--- src/rtl/regfile_arbiter_pkg.sv ---
// Shared types and constants for the two-requester RegFile arbiter.
// The FSM state enum, the requester ids and the address range helper live here.
package regfile_arb_pkg;

  typedef enum logic [1:0] {
    ST_IDLE   = 2'd0,
    ST_ISSUE  = 2'd1,
    ST_RDWAIT = 2'd2,
    ST_RESP   = 2'd3
  } state_t;

  localparam logic REQ0 = 1'b0;
  localparam logic REQ1 = 1'b1;

  // Entries at or above DEPTH do not exist in the RegFile behind the arbiter.
  function automatic logic addrInRange(input int addr, input int depth);
    return addr < depth;
  endfunction

endpackage

--- src/rtl/regfile_arbiter_if.sv ---
// Bundle of requester, response and RegFile-side signals for regfile_arbiter.
// The master modport is the requesters plus the RegFile; the slave modport is the arbiter.
interface regfile_arbiter_if #(
  parameter int WIDTH = 16,
  parameter int ADDR  = 3
);

  logic             Req0;
  logic             Req1;
  logic             Wr0;
  logic             Wr1;
  logic [ADDR-1:0]  Addr0;
  logic [ADDR-1:0]  Addr1;
  logic [WIDTH-1:0] WData0;
  logic [WIDTH-1:0] WData1;
  logic             Ack0;
  logic             Ack1;
  logic [WIDTH-1:0] RData0;
  logic [WIDTH-1:0] RData1;
  logic             Busy;
  logic             RF_WrEn;
  logic             RF_RdEn;
  logic [ADDR-1:0]  RF_Address;
  logic [WIDTH-1:0] RF_WrData;
  logic [WIDTH-1:0] RF_RdData;

  modport master (
    output Req0, Req1, Wr0, Wr1, Addr0, Addr1, WData0, WData1, RF_RdData,
    input  Ack0, Ack1, RData0, RData1, Busy, RF_WrEn, RF_RdEn, RF_Address, RF_WrData
  );

  modport slave (
    input  Req0, Req1, Wr0, Wr1, Addr0, Addr1, WData0, WData1, RF_RdData,
    output Ack0, Ack1, RData0, RData1, Busy, RF_WrEn, RF_RdEn, RF_Address, RF_WrData
  );

endinterface

--- src/rtl/regfile_arbiter_rr_picker.sv ---
// Grant selection between two level requests.
// Round-robin by default; REGFILE_ARB_FIXED_PRIO_EN makes requester 0 win every tie.
module rr_picker (
  input  logic [1:0] req,
  input  logic       lastOwner,
  output logic       grant
);
  import regfile_arb_pkg::*;

  // A lone request always wins; only ties depend on the configured policy.
  always_comb begin
    grant = REQ0;
`ifdef REGFILE_ARB_FIXED_PRIO_EN
    if (!req[0] && req[1]) grant = REQ1;
`else
    if (req[0] && req[1]) grant = (lastOwner == REQ0) ? REQ1 : REQ0;
    else if (req[1])      grant = REQ1;
`endif
  end

endmodule

--- src/rtl/regfile_arbiter.sv ---
// Arbiter and sequencer sharing one single-port RegFile between two requesters.
// Optional build macro: REGFILE_ARB_FIXED_PRIO_EN (fixed priority instead of round-robin).
module regfile_arbiter #(
  parameter int WIDTH = 16,
  parameter int DEPTH = 8,
  parameter int ADDR  = 3
) (
  input logic             CLK,
  input logic             RST,
  regfile_arbiter_if.slave bus
);
  import regfile_arb_pkg::*;

  state_t           state;
  state_t           nextState;
  logic             lastOwner;
  logic             owner;
  logic             grant;
  logic             anyReq;
  logic             cmdWr;
  logic             cmdInRange;
  logic             winWr;
  logic [ADDR-1:0]  winAddr;
  logic [WIDTH-1:0] winData;
  logic             winInRange;
  logic             wrEnNext;
  logic             rdEnNext;
  logic             ackPulse;
  logic             ack0Next;
  logic             ack1Next;
  logic             captureRd;

  rr_picker uPicker (
    .req       ({bus.Req1, bus.Req0}),
    .lastOwner (lastOwner),
    .grant     (grant)
  );

  assign anyReq     = bus.Req0 | bus.Req1;
  assign winWr      = (grant == REQ1) ? bus.Wr1    : bus.Wr0;
  assign winAddr    = (grant == REQ1) ? bus.Addr1  : bus.Addr0;
  assign winData    = (grant == REQ1) ? bus.WData1 : bus.WData0;
  assign winInRange = addrInRange(int'(winAddr), DEPTH);

  always_ff @(posedge CLK) begin
    if (RST) state <= ST_IDLE;
    else     state <= nextState;
  end

  always_comb begin
    nextState = state;
    case (state)
      ST_IDLE:   if (anyReq) nextState = ST_ISSUE;
      ST_ISSUE:  nextState = cmdWr ? ST_RESP : ST_RDWAIT;
      ST_RDWAIT: nextState = ST_RESP;
      ST_RESP:   nextState = ST_IDLE;
      default:   nextState = ST_IDLE;
    endcase
  end

  // Outputs are registered, so these are the values they take at the next edge:
  // the RF enable is decided at grant time so it is visible throughout ISSUE.
  always_comb begin
    wrEnNext  = 1'b0;
    rdEnNext  = 1'b0;
    captureRd = (state == ST_RDWAIT);
    ackPulse  = ((state == ST_ISSUE) && cmdWr) || (state == ST_RDWAIT);
    if ((state == ST_IDLE) && anyReq && winInRange) begin
      wrEnNext = winWr;
      rdEnNext = !winWr;
    end
    ack0Next = ackPulse && (owner == REQ0);
    ack1Next = ackPulse && (owner == REQ1);
  end

  // RF_Address and RF_WrData double as the latched command for the whole transaction.
  always_ff @(posedge CLK) begin
    if (RST) begin
      lastOwner      <= REQ1;
      owner          <= REQ0;
      cmdWr          <= 1'b0;
      cmdInRange     <= 1'b0;
      bus.RF_WrEn    <= 1'b0;
      bus.RF_RdEn    <= 1'b0;
      bus.RF_Address <= '0;
      bus.RF_WrData  <= '0;
      bus.Ack0       <= 1'b0;
      bus.Ack1       <= 1'b0;
      bus.RData0     <= '0;
      bus.RData1     <= '0;
      bus.Busy       <= 1'b0;
    end else begin
      bus.RF_WrEn <= wrEnNext;
      bus.RF_RdEn <= rdEnNext;
      bus.Ack0    <= ack0Next;
      bus.Ack1    <= ack1Next;
      bus.Busy    <= (nextState != ST_IDLE);
      if ((state == ST_IDLE) && anyReq) begin
        owner          <= grant;
        lastOwner      <= grant;
        cmdWr          <= winWr;
        cmdInRange     <= winInRange;
        bus.RF_Address <= winAddr;
        bus.RF_WrData  <= winData;
      end
      if (captureRd) begin
        if (owner == REQ0) bus.RData0 <= cmdInRange ? bus.RF_RdData : '0;
        else               bus.RData1 <= cmdInRange ? bus.RF_RdData : '0;
      end
    end
  end

endmodule

--- src/flat_wrapper.sv ---
// flat-port wrapper written by rule: the top's interface ports become plain ports
module regfile_arbiter_flat import regfile_arb_pkg::*;
#(
  parameter int WIDTH = 16,
  parameter int DEPTH = 8,
  parameter int ADDR  = 3
)
  (CLK, RST, bus_Req0, bus_Req1, bus_Wr0, bus_Wr1, bus_Addr0, bus_Addr1, bus_WData0, bus_WData1, bus_RF_RdData, bus_Ack0, bus_Ack1, bus_RData0, bus_RData1, bus_Busy, bus_RF_WrEn, bus_RF_RdEn, bus_RF_Address, bus_RF_WrData);
  regfile_arbiter_if #(.WIDTH(WIDTH), .ADDR(ADDR)) bus_i ();
  input logic CLK;
  input logic RST;
  input wire logic [$bits(bus_i.Req0)-1:0] bus_Req0;
  input wire logic [$bits(bus_i.Req1)-1:0] bus_Req1;
  input wire logic [$bits(bus_i.Wr0)-1:0] bus_Wr0;
  input wire logic [$bits(bus_i.Wr1)-1:0] bus_Wr1;
  input wire logic [$bits(bus_i.Addr0)-1:0] bus_Addr0;
  input wire logic [$bits(bus_i.Addr1)-1:0] bus_Addr1;
  input wire logic [$bits(bus_i.WData0)-1:0] bus_WData0;
  input wire logic [$bits(bus_i.WData1)-1:0] bus_WData1;
  input wire logic [$bits(bus_i.RF_RdData)-1:0] bus_RF_RdData;
  output wire logic [$bits(bus_i.Ack0)-1:0] bus_Ack0;
  output wire logic [$bits(bus_i.Ack1)-1:0] bus_Ack1;
  output wire logic [$bits(bus_i.RData0)-1:0] bus_RData0;
  output wire logic [$bits(bus_i.RData1)-1:0] bus_RData1;
  output wire logic [$bits(bus_i.Busy)-1:0] bus_Busy;
  output wire logic [$bits(bus_i.RF_WrEn)-1:0] bus_RF_WrEn;
  output wire logic [$bits(bus_i.RF_RdEn)-1:0] bus_RF_RdEn;
  output wire logic [$bits(bus_i.RF_Address)-1:0] bus_RF_Address;
  output wire logic [$bits(bus_i.RF_WrData)-1:0] bus_RF_WrData;
  assign bus_i.Req0 = bus_Req0;
  assign bus_i.Req1 = bus_Req1;
  assign bus_i.Wr0 = bus_Wr0;
  assign bus_i.Wr1 = bus_Wr1;
  assign bus_i.Addr0 = bus_Addr0;
  assign bus_i.Addr1 = bus_Addr1;
  assign bus_i.WData0 = bus_WData0;
  assign bus_i.WData1 = bus_WData1;
  assign bus_i.RF_RdData = bus_RF_RdData;
  assign bus_Ack0 = bus_i.Ack0;
  assign bus_Ack1 = bus_i.Ack1;
  assign bus_RData0 = bus_i.RData0;
  assign bus_RData1 = bus_i.RData1;
  assign bus_Busy = bus_i.Busy;
  assign bus_RF_WrEn = bus_i.RF_WrEn;
  assign bus_RF_RdEn = bus_i.RF_RdEn;
  assign bus_RF_Address = bus_i.RF_Address;
  assign bus_RF_WrData = bus_i.RF_WrData;
  regfile_arbiter #(.WIDTH(WIDTH), .DEPTH(DEPTH), .ADDR(ADDR)) u_core (.CLK(CLK), .RST(RST), .bus(bus_i));
endmodule
--- config.mk ---
export PLATFORM = sky130hd
export DESIGN_NAME = regfile_arbiter_flat
export DESIGN_NICKNAME = d
export VERILOG_FILES = /design/src/rtl/regfile_arbiter_pkg.sv /design/src/rtl/regfile_arbiter_if.sv /design/src/rtl/regfile_arbiter_rr_picker.sv /design/src/rtl/regfile_arbiter.sv /design/src/flat_wrapper.sv
export SDC_FILE = /design/constraint.sdc
export NUM_CORES = 1
export LEC_CHECK = 0
export CORE_AREA = 5 5 82 84
export DETAILED_ROUTE_END_ITERATION = 10
export DIE_AREA = 0 0 87 89
export HOLD_SLACK_MARGIN = 0.03
export PLACE_DENSITY = 0.91
export SETUP_SLACK_MARGIN = 0.02
export SLEW_MARGIN = 0
export SYNTH_ARGS = -nofsm -noshare
export SYNTH_HDL_FRONTEND = slang
export SYNTH_SLANG_ARGS = --single-unit
--- constraint.sdc ---
create_clock -name CLK -period 3.83 [get_ports CLK]
set_clock_uncertainty 0.05 [all_clocks]
set_input_delay 0.383 -clock CLK [delete_from_list [all_inputs] [get_ports CLK]]
set_output_delay 0.383 -clock CLK [all_outputs]
set_load 0.01 [all_outputs]
==> impl_metrics.toml <==
[pwr]
leakage_nw = 1.357
p_per_area_nw_per_um2 = 568.4
peakVddDrop_uv = 385.9

[min_path]
hold_path_class = "register to register"
min_to = "u_core.bus.RData0[10]"
hold_depth = 2
worst_hold_startpoint = "u_core.bus.RData0[10]"

[grt]
grt_use_total = 0.1884
grt_pass1_vias = 2485
grt-ovfl-total = 0
antenna_found_initial = 0
grt_max_degree = 63
grt_pass1_wl_um = 11520

[clocking]
path_clk_slew_ns = 0.06
cts_root_buf = "clkbuf_8"
cts_tree = "yes"
clkSinkCount = 62
clk_latency_ns = 0.32
cts_max_level = 3
clk_path_buf_depth = 2
postCtsHoldBufs = 0
cts.repair.resized = 0
post_cts_buffers = 0
cts_inserted_buffers = 9

[worst_setup_path]
critPathCaptureType = "register"
worstSetupPathType = "register to register"
path_cells = "nor2b_1 -> nand3_1 -> a21oi_1"
r2r_cells = 3
path_max_fanout = 22
regToRegSetupSlack_ns = 1.80
cp_num_buf_inv = 0
reg2reg_from = "u_core.owner"
worstPathArrival_ns = 2.22
critPathTopFamily = "simple AND/OR/NAND/NOR gates"
max_stage_delay_ns = 0.98
r2r-end = "u_core.bus.RData0[13]"
cp_slowest_cell = "nor2b_1"
crit_path_start_kind = "register"
required_ns = 4.02

[yosys]
synth-xor-area-share = 0
synthSimpleGateAreaFrac = 0.2081
synthAdderAreaFrac = 0.01991
yosysTopAreaCell = "dfxtp_1"
postSynthAreaPerCell_um2 = 8.492
yosysUniqueCellTypes = 30
synth_top_area_frac = 0.4938
ys_warn_count = 0
synth.net_count = 360
synth_top_family_by_area = "simple AND/OR/NAND/NOR gates"
synthMuxAreaShare = 0.008462
ys_top_cells_by_area = "dfxtp_1 (49%), a21oi_1 (11%), nand2_1 (7.8%)"
synth_compound_gate_area_share = 0.2061
syn_area_um2 = 2514
synthCells = 296
ys_ff_latch = 62
ys_seq_area_frac = 0.4938

[sta]
setup_tns_ns = 0
max_freq_mhz = 493.5
slew_headroom = 0.1978
tightest_slew_ns = 1.203
worst_hold_slack_ns = 0.4032
finalSetupViolations = 0
hold_viol = 0
slew_viol_final = 0
fin_crit_ns = 2.026
grt_setup_unrepaired = "no"
fin_crit_sh = 0.5291

[layout]
layout-drive-gt1-share = 0.07980
layout.cells.most_common_list = "clkdlybuf4s50_1 (114), dfxtp_1 (62), a21oi_1 (54), nand2_1 (52), nor2_1 (25)"
synthToLayoutAreaGrowth_pct = 52.02
antenna_cells = 0
nets = 460
fin_cells = 476
mostFrequentLayoutCell = "clkdlybuf4s50_1"
num-fill-cells = 476
utilization = 0.6531

[routing]
post_drt_wl_per_cell_um = 15.17
via_count = 2506
wl_um = 7219
drc_errors = 0
drt_pre_antenna_iters = 5
drt-initial-drc-count = 152
via_per_inst = 5.265
final_antenna_net_count = 0

[place]
port-buffer-count = 115
dp_hpwl_um = 5118
gp_congestion = 0.7646
placed_cells = 460

[floorplanning]
start_util = 0.4296
core_area_um2 = 5851
fp.dieH_um = 89
row_count = 28
die-area_um2 = 7743
design.portCount = 116
die-width_um = 87

[run]
drv_cap = 0

[run_status]
status = "completed"
## final cells by class
| type | count | area, um2 | share of cell area |
|---|---|---|---|
| repair buffers | 117 | 1161 | 0.3039 |
| flip-flops and latches | 62 | 1241 | 0.3248 |
| clock inverters | 3 | 42.54 | 0.01113 |
| multi-input cells | 203 | 1112 | 0.2911 |
| inverters | 3 | 11.26 | 0.002947 |
| clock buffers | 13 | 158.9 | 0.04158 |
| well taps | 75 | 93.84 | 0.02456 |
## power breakdown
group | internal (W) | switching, W
clock network | 0.000336 | 0.000241
logic | 0.000354 | 0.000394
registers | 0.000756 | 0.0000907
## Yosys cell counts
library cell,count
buf_2,10
nor3_1,3
or2_2,1
nor3b_1,1
o21a_1,1
a211oi_1,10
a31oi_1,1
nor2_1,25
a21oi_1,54
buf_1,2
clkbuf_1,9
nand4_1,16
nand3_1,16
mux2_2,1
a22oi_1,1
o21ai_1,1
dfxtp_1,62
clkbuf_2,1
ha_1,4
nor3b_2,1
nor2b_1,1
a21boi_2,1
a21bo_2,1
nand2b_1,1
mux2i_1,1
a211oi_2,10
inv_1,3
buf_6,2
nand2_1,52
buf_4,4
## worst max-delay path by stage
stage	start	endpoint	slack (ns)	cells after the start
floorplan	u_core.state[0]	u_core.bus.RData0[5]	2.36	8
global placement	bus_Req0	u_core.bus.RF_WrData[3]	1.65	5
detailed placement	bus_Req0	u_core.bus.RF_WrData[6]	1.52	5
CTS	u_core.owner	u_core.bus.RData0[13]	1.83	3
global route	u_core.owner	u_core.bus.RData0[4]	1.52	3
finish	u_core.owner	u_core.bus.RData0[13]	1.80	3
## worst register-to-register path, stage by stage, from the launching register on
cell and delay [ns]:
dfxtp_1 0.57, nor2b_1 0.98, nand3_1 0.18, a21oi_1 0.17
## routing by layer
metal | share of wire | global-route usage | vias to the layer above
li1 | - | - | 1222
met5 | 0 | 0 | -
met3 | 0.098 | 0.06267 | 9
met1 | 0.40 | 0.2147 | 1147
met2 | 0.49 | 0.3216 | 128
met4 | 0.012 | 0.08357 | 0
## flip-flops by register name, summed over array words and instances, names as in the netlist
signal and cells:
u_core.bus.RF_Address 3, u_core.bus.RF_WrEn 1, u_core.owner 1, u_core.bus.Ack0 1, u_core.bus.Busy 1, u_core.cmdWr 1
u_core.bus.RF_WrData 16, u_core.cmdInRange 1, u_core.bus.RData0 16, u_core.bus.Ack1 1, u_core.bus.RData1 16, u_core.state 2
u_core.lastOwner 1, u_core.bus.RF_RdEn 1
## cells by family (layout without fill, tap and decap cells)
| logic type | count (synthesis) | after routing |
|---|---|---|
| DFF | 62 | 62 |
| AOI/OAI and AO/OA | 80 | 80 |
| buffers and inverters | 31 | 136 |
| adders and majority gates | 4 | 4 |
| muxes | 2 | 2 |
| and+or+nand+nor | 117 | 117 |
## metrics by stage
step	setup slack [ns]	instance area, um2	total power [W]
floorplan	2.356	2514	0.001295
global placement	1.646	3620	0.001585
detailed placement	1.524	3620	0.001607
CTS	1.829	3821	0.002189
global route	1.519	3821	0.002302
finish	1.804	3821	0.002172
Power figures use the tool's default switching activity.
